[src/rtl/ext_arbiter.sv]
// Four-requester round-robin arbiter feeding one registered immediate-extension unit; one grant per cycle, result one cycle later.
// Define EXT_ARB_FIXED_PRIO_EN to replace round-robin with fixed priority (requester 0 highest).
module ext_arbiter (
  input  logic        clk,
  input  logic        rst_n,
  input  logic [3:0]  req_valid,
  input  logic [63:0] req_imm,
  input  logic [7:0]  req_eop,
  output logic [3:0]  req_ready,
  output logic        out_valid,
  input  logic        out_ready,
  output logic [31:0] out_ext,
  output logic [1:0]  out_id,
  output logic [15:0] xfer_cnt
);

  typedef enum logic {EMPTY = 1'b0, FULL = 1'b1} state_e;

  state_e      state_q, state_d;
  logic [31:0] ext_q, ext_d;
  logic [1:0]  id_q, id_d;
  logic [15:0] cnt_q, cnt_d;
  logic [1:0]  gnt;
  logic        acc;

  function automatic logic [31:0] extend(input logic [15:0] imm, input logic [1:0] eop);
    case (eop)
      2'b00:   extend = {{16{imm[15]}}, imm};
      2'b01:   extend = {16'h0000, imm};
      2'b10:   extend = {imm, 16'h0000};
      default: extend = {{14{imm[15]}}, imm, 2'b00};
    endcase
  endfunction

`ifdef EXT_ARB_FIXED_PRIO_EN
  always_comb begin
    gnt = 2'd0;
    for (int i = 3; i >= 0; i--) begin
      if (req_valid[i]) gnt = 2'(i);
    end
  end
`else
  logic [1:0] ptr_q, ptr_d;

  // Scan offsets high to low so the valid requester nearest ptr wins.
  always_comb begin
    gnt = ptr_q;
    for (int k = 3; k >= 0; k--) begin
      if (req_valid[ptr_q + 2'(k)]) gnt = ptr_q + 2'(k);
    end
  end

  always_ff @(posedge clk or negedge rst_n) begin
    if (!rst_n) ptr_q <= 2'd0;
    else        ptr_q <= ptr_d;
  end

  always_comb begin
    ptr_d = ptr_q;
    if (acc) ptr_d = gnt + 2'd1;
  end
`endif

  assign out_valid = (state_q == FULL);
  // rst_n gates acceptance so no requester sees a strobe while reset is held.
  assign acc       = (|req_valid) & (~out_valid | out_ready) & rst_n;

  always_comb begin
    state_d   = state_q;
    ext_d     = ext_q;
    id_d      = id_q;
    cnt_d     = cnt_q;
    req_ready = 4'b0000;
    if (out_valid && out_ready) cnt_d = cnt_q + 16'd1;
    case (state_q)
      EMPTY:   if (acc) state_d = FULL;
      FULL:    if (!acc && out_ready) state_d = EMPTY;
      default: state_d = EMPTY;
    endcase
    if (acc) begin
      req_ready[gnt] = 1'b1;
      ext_d          = extend(req_imm[{gnt, 4'b0000} +: 16], req_eop[{gnt, 1'b0} +: 2]);
      id_d           = gnt;
    end
  end

  always_ff @(posedge clk or negedge rst_n) begin
    if (!rst_n) begin
      state_q <= EMPTY;
      ext_q   <= 32'h0;
      id_q    <= 2'd0;
      cnt_q   <= 16'h0;
    end else begin
      state_q <= state_d;
      ext_q   <= ext_d;
      id_q    <= id_d;
      cnt_q   <= cnt_d;
    end
  end

  assign out_ext  = ext_q;
  assign out_id   = id_q;
  assign xfer_cnt = cnt_q;

endmodule

[config.mk]
export PLATFORM = sky130hd
export DESIGN_NAME = ext_arbiter
export DESIGN_NICKNAME = d
export VERILOG_FILES = /design/src/rtl/ext_arbiter.sv
export SDC_FILE = /design/constraint.sdc
export NUM_CORES = 1
export LEC_CHECK = 0
export ABC_AREA = 1
export BUFFER_PORTS_ARGS = -buffer_cell sky130_fd_sc_hd__buf_2
export CORE_UTILIZATION = 55
export DETAILED_ROUTE_END_ITERATION = 8
export PLACE_DENSITY = 0.86
export SYNTH_ARGS = -nofsm -noshare
export SYNTH_HDL_FRONTEND = slang
export SYNTH_SLANG_ARGS = --single-unit
[constraint.sdc]
create_clock -name clk -period 4.2 [get_ports clk]
set_input_delay 0.21 -clock clk [delete_from_list [all_inputs] [get_ports clk]]
set_output_delay 0.21 -clock clk [all_outputs]
set_load 0.01 [all_outputs]
==> results of run 1 <==
power groups by stage:
stage               Sequential, uW  Clock (uW)  Combinational, uW
floorplan                      903           0               2310
global placement               835           0               2780
detailed placement             841           0               2890
CTS                            831         305               2900
global route                   858         330               3280
finish                         833         298               2930
registers in the layout, indices dropped and copies added (netlist names):
register / flops
out_valid: 1
ptr_q: 2
out_id: 2
out_ext: 32
xfer_cnt: 16
cells by family (layout without fill, tap and decap cells):
group	after synthesis	after routing
DFF	53	53
adders and majority gates	5	5
AOI/OAI and AO/OA	18	18
buffers and inverters	139	256
xor gates and xnor gates	15	15
and+or+nand+nor	357	357
muxes	1	1
critical path: cells and delay by family, from the launching register on:
kind | cells | cell delay (ns)
AND/OR/NAND/NOR | 16 | 2.39
flip-flops | 1 | 0.61
layer usage:
metal	up-vias	wire (um)
met5	-	0
met4	0	231
met3	23	708
met2	196	4474
met1	1747	4368
li1	2015	-
layout make-up:
cell class / count / area share
Clock inverter: 3 / 0.005388
Multi-Input combinational cell: 396 / 0.4270
Inverter: 110 / 0.08998
Sequential cell: 53 / 0.2856
Clock buffer: 5 / 0.01482
Timing Repair Buffer: 138 / 0.1514
Tap cell: 96 / 0.02586
worst min path at each step:
stage,from,end,slack [ns],cells past startpoint
5_1_grt,rst_n,xfer_cnt[7],0.1,2
2_1_floorplan,rst_n,out_ext[0],-0.09,0
3_3_place_gp,rst_n,xfer_cnt[5],0.40,2
4_1_cts,rst_n,xfer_cnt[7],0.07,2
6_report,rst_n,xfer_cnt[3],0.05,2
3_5_place_dp,rst_n,xfer_cnt[7],0.42,2
synthesized netlist by cell type, types with 6 or more instances:
master / number
inv_1: 106
buf_6: 6
buf_2: 10
xnor2_1: 7
or2_2: 15
nand3_2: 6
nor2_2: 20
dfrtp_1: 53
xor2_1: 8
nor2_1: 18
nand3_1: 109
o21ai_0: 9
clkbuf_1: 7
nand2_1: 170
buf_4: 6
stage by stage:
step	std cells	total power (uW)	utilization
final	801	4064	0.6799
after global placement	793	3619	0.6661
after CTS	801	4041	0.6799
after global routing	801	4467	0.6799
after floorplan	588	3215	-
after detailed placement	793	3730	0.6661
placed cells by master (no fill, tap or decap):
cell,n
nand4_1,3
nor2_4,1
clkinvlp_4,1
nand2_2,5
inv_2,3
mux2_2,1
inv_1,106
clkbuf_8,5
dfrtp_1,53
o211ai_1,2
o21ai_1,4
o21a_1,1
nor2_1,18
buf_2,133
nand2_1,170
nor2_2,20
nor3_1,3
nand3_2,6
nand2_4,4
or2_2,15
buf_4,5
inv_6,2
nand3_1,109
xor2_1,8
ha_1,5
xnor2_1,7
a21oi_1,1
clkinv_4,1
nand3b_1,3
a21boi_2,1
o21ai_0,9
==> insert_results.sql, run 1 <==
INSERT INTO impl_metrics (metric_group, metric, value, unit) VALUES
('synth', 'number_of_distinct_library_cells_after_synthesis', '30', ''),
('clock_network', 'bufs_on_longest_clock_path', '2', ''),
('synth', 'synth_adder_area_share', '0.01597', ''),
('timing', 'finalHoldViolCount', '0', ''),
('critical_path', 'crit_path_cell_trace', 'nand2_1 -> nand2_2 -> nand2_1 -> nand2_1 -> nand2_1 -> nand2_2 -> nand2_2 -> nand2_4 -> nand2_4 -> nand2_1 -> nand3_1 -> nand2_1 -> nand3_2 -> nand2_4 -> nor2_1 -> nor2_1', ''),
('detailed_routing', 'routed_wirelength', '9782', 'um'),
('detailed_routing', 'avgViaCountPerCell', '4.970', ''),
('global_route', 'antenna_found_initial', '0', ''),
('critical_path', 'setup.worst_path.start', 'ptr_q[0]', ''),
('timing', 'hold_ws', '0.04509', 'ns'),
('timing', 'worst_slew_pin_slew', '0.7817', 'ns'),
('synth', 'postSynthNetCount', '672', ''),
('critical_path', 'critical_path.reg2reg.endpoint', 'out_ext[18]', ''),
('detailed_routing', 'ant_nets', '0', ''),
('critical_path', 'worstPathArrival', '3.35', 'ns'),
('floorplan', 'placementRows', '30', ''),
('synth', 'number_of_enable_flip_flop_cells_after_synthesis', '0', ''),
('timing', 'finalSetupViolations', '0', ''),
('place', 'dpl_worst_slack', '1.156', 'ns'),
('timing', 'setup_total_negative_slack', '0', 'ns'),
('final_layout', 'total_area_of_multi_input_combinational_cells', '0.001983', 'mm^2'),
('global_route', 'grtUsageMet2', '0.4365', ''),
('floorplan', 'die-width', '86.38', 'um'),
('clock_network', 'cts_root_buffer', 'clkbuf_8', ''),
('critical_path', 'critical-path-max-stage-delay', '0.61', 'ns'),
('clock_network', 'numCtsBuffers', '5', ''),
('pwr', 'relative_contribution_of_sequential_cells_to_total_power', '0.205', ''),
('final_layout', 'antennaDiodeCount', '0', ''),
('run', 'max-cap-violations', '0', ''),
('timing', 'timing.max_slew.rel_slack', '0.4776', ''),
('synth', 'synth.top_cell.area_share', '0.3387', ''),
('pwr', 'power.switching', '2311', 'uW'),
('synth', 'synthSimpleGateAreaFrac', '0.4275', ''),
('final_layout', 'register_area', '0.001326', 'mm^2'),
('synth', 'synthesis.instances', '588', ''),
('place', 'gp_congestion', '0.8901', ''),
('synth', 'yosysTopAreaCell', 'dfrtp_1', ''),
('clock_network', 'clock_slew_at_reported_path_ffs', '0.10', 'ns'),
('global_route', 'use_met1', '0.3625', ''),
('critical_path', 'rrSetupSlack', '1.10', 'ns'),
('global_route', 'grt_start_max_net_pins', '54', ''),
('clock_network', 'cts_setup_buffers', '0', ''),
('global_route', 'globalRoute.totalOverflow', '0', ''),
('global_route', 'use_met3', '0.04667', ''),
('final_layout', 'fillCellCount', '612', ''),
('synth', 'yosysWarningCount', '0', ''),
('detailed_routing', 'post_drt_wl_per_cell', '12.21', 'um'),
('detailed_routing', 'detail_route.first_pass.iterations', '5', ''),
('status', 'run_status', 'finished clean', ''),
('detailed_routing', 'drt_iter0_markers', '256', ''),
('critical_path', 'critical_path.endpoint_type', 'flop', ''),
('timing', 'report.final.slew_viol_count', '0', ''),
('floorplan', 'die_height', '86.38', 'um'),
('clock_network', 'cts.htree.levels', '2', ''),
('synth', 'register_bit_count_reported_by_yosys', '53', ''),
('critical_path', 'timing.reg2reg.worst_path_depth', '16', ''),
('detailed_routing', 'num_vias', '3981', ''),
('pwr', 'cellLeakagePower', '0.002844', 'uW'),
('synth', 'seq_area_frac_synth', '0.3387', ''),
('global_route', 'vias_in_the_first_global_route', '3600', ''),
('timing', 'rsz_0062_raised_after_global_routing', 'no', ''),
('timing', 'finalWorstSetupSlack', '1.101', 'ns'),
('timing', 'finalCritPeriodShare', '0.7378', ''),
('global_route', 'grt-busiest-layer', 'met2', ''),
('pwr', 'p_clk_frac', '0.073', ''),
('place', 'dp_hpwl', '7546', 'um'),
('pwr', 'power.ir.vdd_worst', '0.0004639', 'V'),
('final_layout', 'syn2layout_area_growth', '18.59', '%'),
('critical_path', 'timing_worst_setup_path_type', 'reg2reg', ''),
('floorplan', 'start_util', '0.5733', ''),
('clock_network', 'post_cts_hold_buffer_count', '0', '');
(Power assumes the default switching activity.)
==> run 2: changes to the inputs <==
Settings changed: ABC_AREA 1 to 0, CORE_UTILIZATION 55 to 48, PLACE_DENSITY 0.86 to 0.81.
Clock period 4.2 ns to 2.9 ns, I/O delays scaled along.
==> run 2 against run 1 <==
Effect of this change: the run now ends with hold timing left; global-route usage shrank 1.6 points; hold slack lost 0.046 ns; total power shrank 11%; flip-flop and latch count is the same; first-iteration DRC count shrank 45%; non-clock buffer count grew 4; die area shrank 11%; utilization shrank 3.3 points; area after synthesis shrank 23%; clock skew grew 0.0015 ns; design area shrank 17%; largest cell class unchanged; register-to-register slack lost 0.95 ns.
==> insert_results.sql, run 2 <==
INSERT INTO impl_metrics (metric_group, metric, value, unit) VALUES
('timing', 'worst_slew_pin_slew', '0.7117', 'ns'),
('clock_network', 'cts_setup_buffers', '0', ''),
('global_route', 'antenna_found_initial', '0', ''),
('floorplan', 'start_util', '0.5054', ''),
('pwr', 'power_total', '3602', 'uW'),
('run', 'max-cap-violations', '0', ''),
('global_route', 'use_met3', '0.05556', ''),
('critical_path', 'critical_path.reg2reg.endpoint', 'out_ext[28]', ''),
('clock_network', 'cts_num_sinks', '53', ''),
('timing', 'fin_worst_skew', '0.008395', 'ns'),
('critical_path', 'timing.reg2reg.worst_path_depth', '9', ''),
('timing', 'finalCritPeriodShare', '0.9492', ''),
('critical_path', 'rrSetupSlack', '0.15', 'ns'),
('timing', 'timing.final.crit_period', '2.753', 'ns'),
('pwr', 'powerDensity', '929.0', 'mW/mm^2'),
('clock_network', 'cts_root_buffer', 'clkbuf_8', ''),
('synth', 'synthesis.instances', '347', ''),
('clock_network', 'clock_slew_at_reported_path_ffs', '0.09', 'ns'),
('synth', 'yosysWarningCount', '0', ''),
('global_route', 'vias_in_the_first_global_route', '2731', ''),
('synth', 'yosysTopAreaCell', 'dfrtp_1', ''),
('timing', 'max_freq', '363.3', 'MHz'),
('pwr', 'power.ir.vdd_worst', '0.0005312', 'V'),
('status', 'run_status', 'finished, violations left', ''),
('timing', 'finalHoldViolCount', '4', ''),
('synth', 'register_bit_count_reported_by_yosys', '53', ''),
('final_layout', 'final_cell_mix', '133 x buf_2, 64 x nand2_1, 53 x dfrtp_1', ''),
('clock_network', 'bufs_on_longest_clock_path', '2', ''),
('pwr', 'cellLeakagePower', '0.001909', 'uW'),
('detailed_routing', 'post_drt_wl_per_cell', '15.16', 'um'),
('synth', 'syn_area_per_cell', '8.726', 'um^2'),
('synth', 'seq_area_frac_synth', '0.4380', ''),
('global_route', 'use_met1', '0.3380', ''),
('critical_path', 'critical_path.endpoint_type', 'flop', ''),
('critical_path', 'timing.critical_path.from_type', 'flop', ''),
('place', 'port_buffers', '133', ''),
('synth', 'number_of_distinct_library_cells_after_synthesis', '45', ''),
('critical_path', 'crit-reg2reg-launch', 'ptr_q[1]', ''),
('synth', 'yosysMostFrequentCell', 'nand2_1', ''),
('place', 'dp_hpwl', '6302', 'um'),
('final_layout', 'antennaDiodeCount', '0', ''),
('detailed_routing', 'drt_iter0_markers', '140', ''),
('synth', 'synth_async_sr_flop_share', '1.000', ''),
('floorplan', 'die-width', '81.43', 'um'),
('floorplan', 'ios', '134', ''),
('detailed_routing', 'routed_wirelength', '8307', 'um'),
('floorplan', 'die_height', '81.43', 'um'),
('floorplan', 'core_area', '0.005991', 'mm^2'),
('critical_path', 'data_required_critical_path', '3.09', 'ns'),
('detailed_routing', 'num_vias', '3097', ''),
('final_layout', 'final_common_cell', 'buf_2', ''),
('synth', 'synth-main-ff-cell', 'dfrtp_1', ''),
('timing', 'timing.max_slew.rel_slack', '0.5230', ''),
('detailed_routing', 'ant_nets', '0', ''),
('critical_path', 'timing_worst_setup_path_type', 'reg2reg', ''),
('detailed_routing', 'detail_route.first_pass.iterations', '5', ''),
('timing', 'rsz_0062_raised_after_global_routing', 'no', ''),
('synth', 'number_of_enable_flip_flop_cells_after_synthesis', '0', ''),
('final_layout', 'design.final.nets', '556', ''),
('clock_network', 'cts_tree', 'yes', ''),
('detailed_routing', 'drc', '0', ''),
('global_route', 'grtUsageTotal', '0.2539', ''),
('critical_path', 'worstPathArrival', '2.94', 'ns'),
('clock_network', 'clock_insertion_delay_worst_skew', '0.31', 'ns'),
('place', 'gp_congestion', '0.9113', ''),
('critical_path', 'cp_max_fanout', '33', ''),
('floorplan', 'design.die.area', '0.006630', 'mm^2'),
('clock_network', 'post_cts_hold_buffer_count', '0', ''),
('timing', 'hold_ws', '-0.0006550', 'ns'),
('final_layout', 'largest_reg_flops', '32', ''),
('global_route', 'grt_start_max_net_pins', '54', ''),
('final_layout', 'syn2layout_area_growth', '28.06', '%'),
('global_route', 'grt-busiest-layer', 'met2', ''),
('final_layout', 'share_of_cells_above_drive_strength_1', '0.3425', ''),
('synth', 'yosys-top-cells-count', '64 x nand2_1, 53 x dfrtp_1, 44 x a21oi_1', ''),
('detailed_routing', 'avgViaCountPerCell', '5.651', ''),
('global_route', 'grt_pass1_wl', '12850', 'um'),
('status', 'violations', 'hold timing', ''),
('clock_network', 'numCtsBuffers', '5', ''),
('worst_hold_path', 'hold_class', 'in2async', ''),
('synth', 'yosys-top-cells-area', 'dfrtp_1 44%, nand2_1 7.9%, a21oi_1 7.3%', ''),
('timing', 'finalSetupViolations', '0', ''),
('synth', 'synth.top_cell.area_share', '0.4380', ''),
('global_route', 'grtUsageMet2', '0.4133', ''),
('synth', 'syn_area', '0.003028', 'mm^2'),
('timing', 'report.final.slew_viol_count', '0', ''),
('global_route', 'globalRoute.totalOverflow', '0', ''),
('floorplan', 'placementRows', '28', ''),
('clock_network', 'cts.htree.levels', '2', ''),
('timing', 'setup_total_negative_slack', '0', 'ns'),
('synth', 'postSynthNetCount', '431', '');
-- run 2: worst max-delay path by stage --
| stage | slack, ns | cells past startpoint | startpoint | endpoint |
|---|---|---|---|---|
| 2_1_floorplan | 0.58 | 8 | ptr_q[1] | out_ext[19] |
| 3_3_place_gp | 0.07 | 6 | ptr_q[1] | out_ext[23] |
| 3_5_place_dp | 0.02 | 6 | ptr_q[1] | out_ext[28] |
| 4_1_cts | 0.08 | 9 | ptr_q[1] | out_ext[28] |
| 5_1_grt | 0.02 | 9 | ptr_q[1] | out_ext[28] |
| 6_report | 0.15 | 9 | ptr_q[1] | out_ext[28] |
-- run 2: layer usage --
layer | wire, um | part of all wire
met1 | 3591 | 0.43
met2 | 3917 | 0.47
met3 | 673 | 0.081
met4 | 124 | 0.015
met5 | 0 | 0
-- run 2: worst max-delay path, cell delays in order (launching register included) --
cell and delay [ns]:
dfrtp_1 0.44, nor2b_1 0.17, a2111o_2 0.56, nand2_2 0.14, buf_6 0.26, inv_2 0.14
buf_4 0.23, a21oi_1 0.17, a32oi_1 0.14, a221o_1 0.37
-- run 2: cell type report --
cell class / instances / area, um^2
Sequential cell: 53 / 1326
Inverter: 3 / 11.26
Timing Repair Buffer: 142 / 737.0
Clock inverter: 2 / 37.54
Multi-Input combinational cell: 267 / 1589
Fill cell: 491 / 2113
Tap cell: 75 / 93.84
Clock buffer: 6 / 82.58
-- run 2: per-stage QoR --
stage	instance area [um^2]	util	setup WS, ns	hold slack (ns)	cells
5_1_grt	3877	0.6472	0.01580	0.04196	548
3_3_place_gp	3746	0.6253	0.07008	0.3509	540
2_1_floorplan	3028	-	0.5758	-0.1506	347
6_report	3877	0.6472	0.1474	-0.0006550	548
3_5_place_dp	3746	0.6253	0.01552	0.3505	540
4_1_cts	3871	0.6462	0.08398	0.02173	548
-- run 2: repair_timing --
action | 4_1_cts | 5_1_grt
gates resized for setup | 1 | 2
setup endpoints to repair | 12 | 25
pin swaps | 0 | 0
-- run 2: logic make-up (layout without fill, tap and decap cells) --
family,after synthesis,count (layout),share of synthesized area
adders and majority gates,5,5,0.02066
muxes,3,3,0.01033
DFF,53,53,0.4380
xor gates and xnor gates,15,15,0.04339
AOI/OAI and AO/OA,101,101,0.2335
buffers and inverters,27,153,0.04050
and+or+nand+nor,143,143,0.2136
-- run 2: where the power goes --
part,total (uW),internal [uW],switching [uW]
logic,1860,743,1120
registers,1210,1020,197
clock network,524,281,243
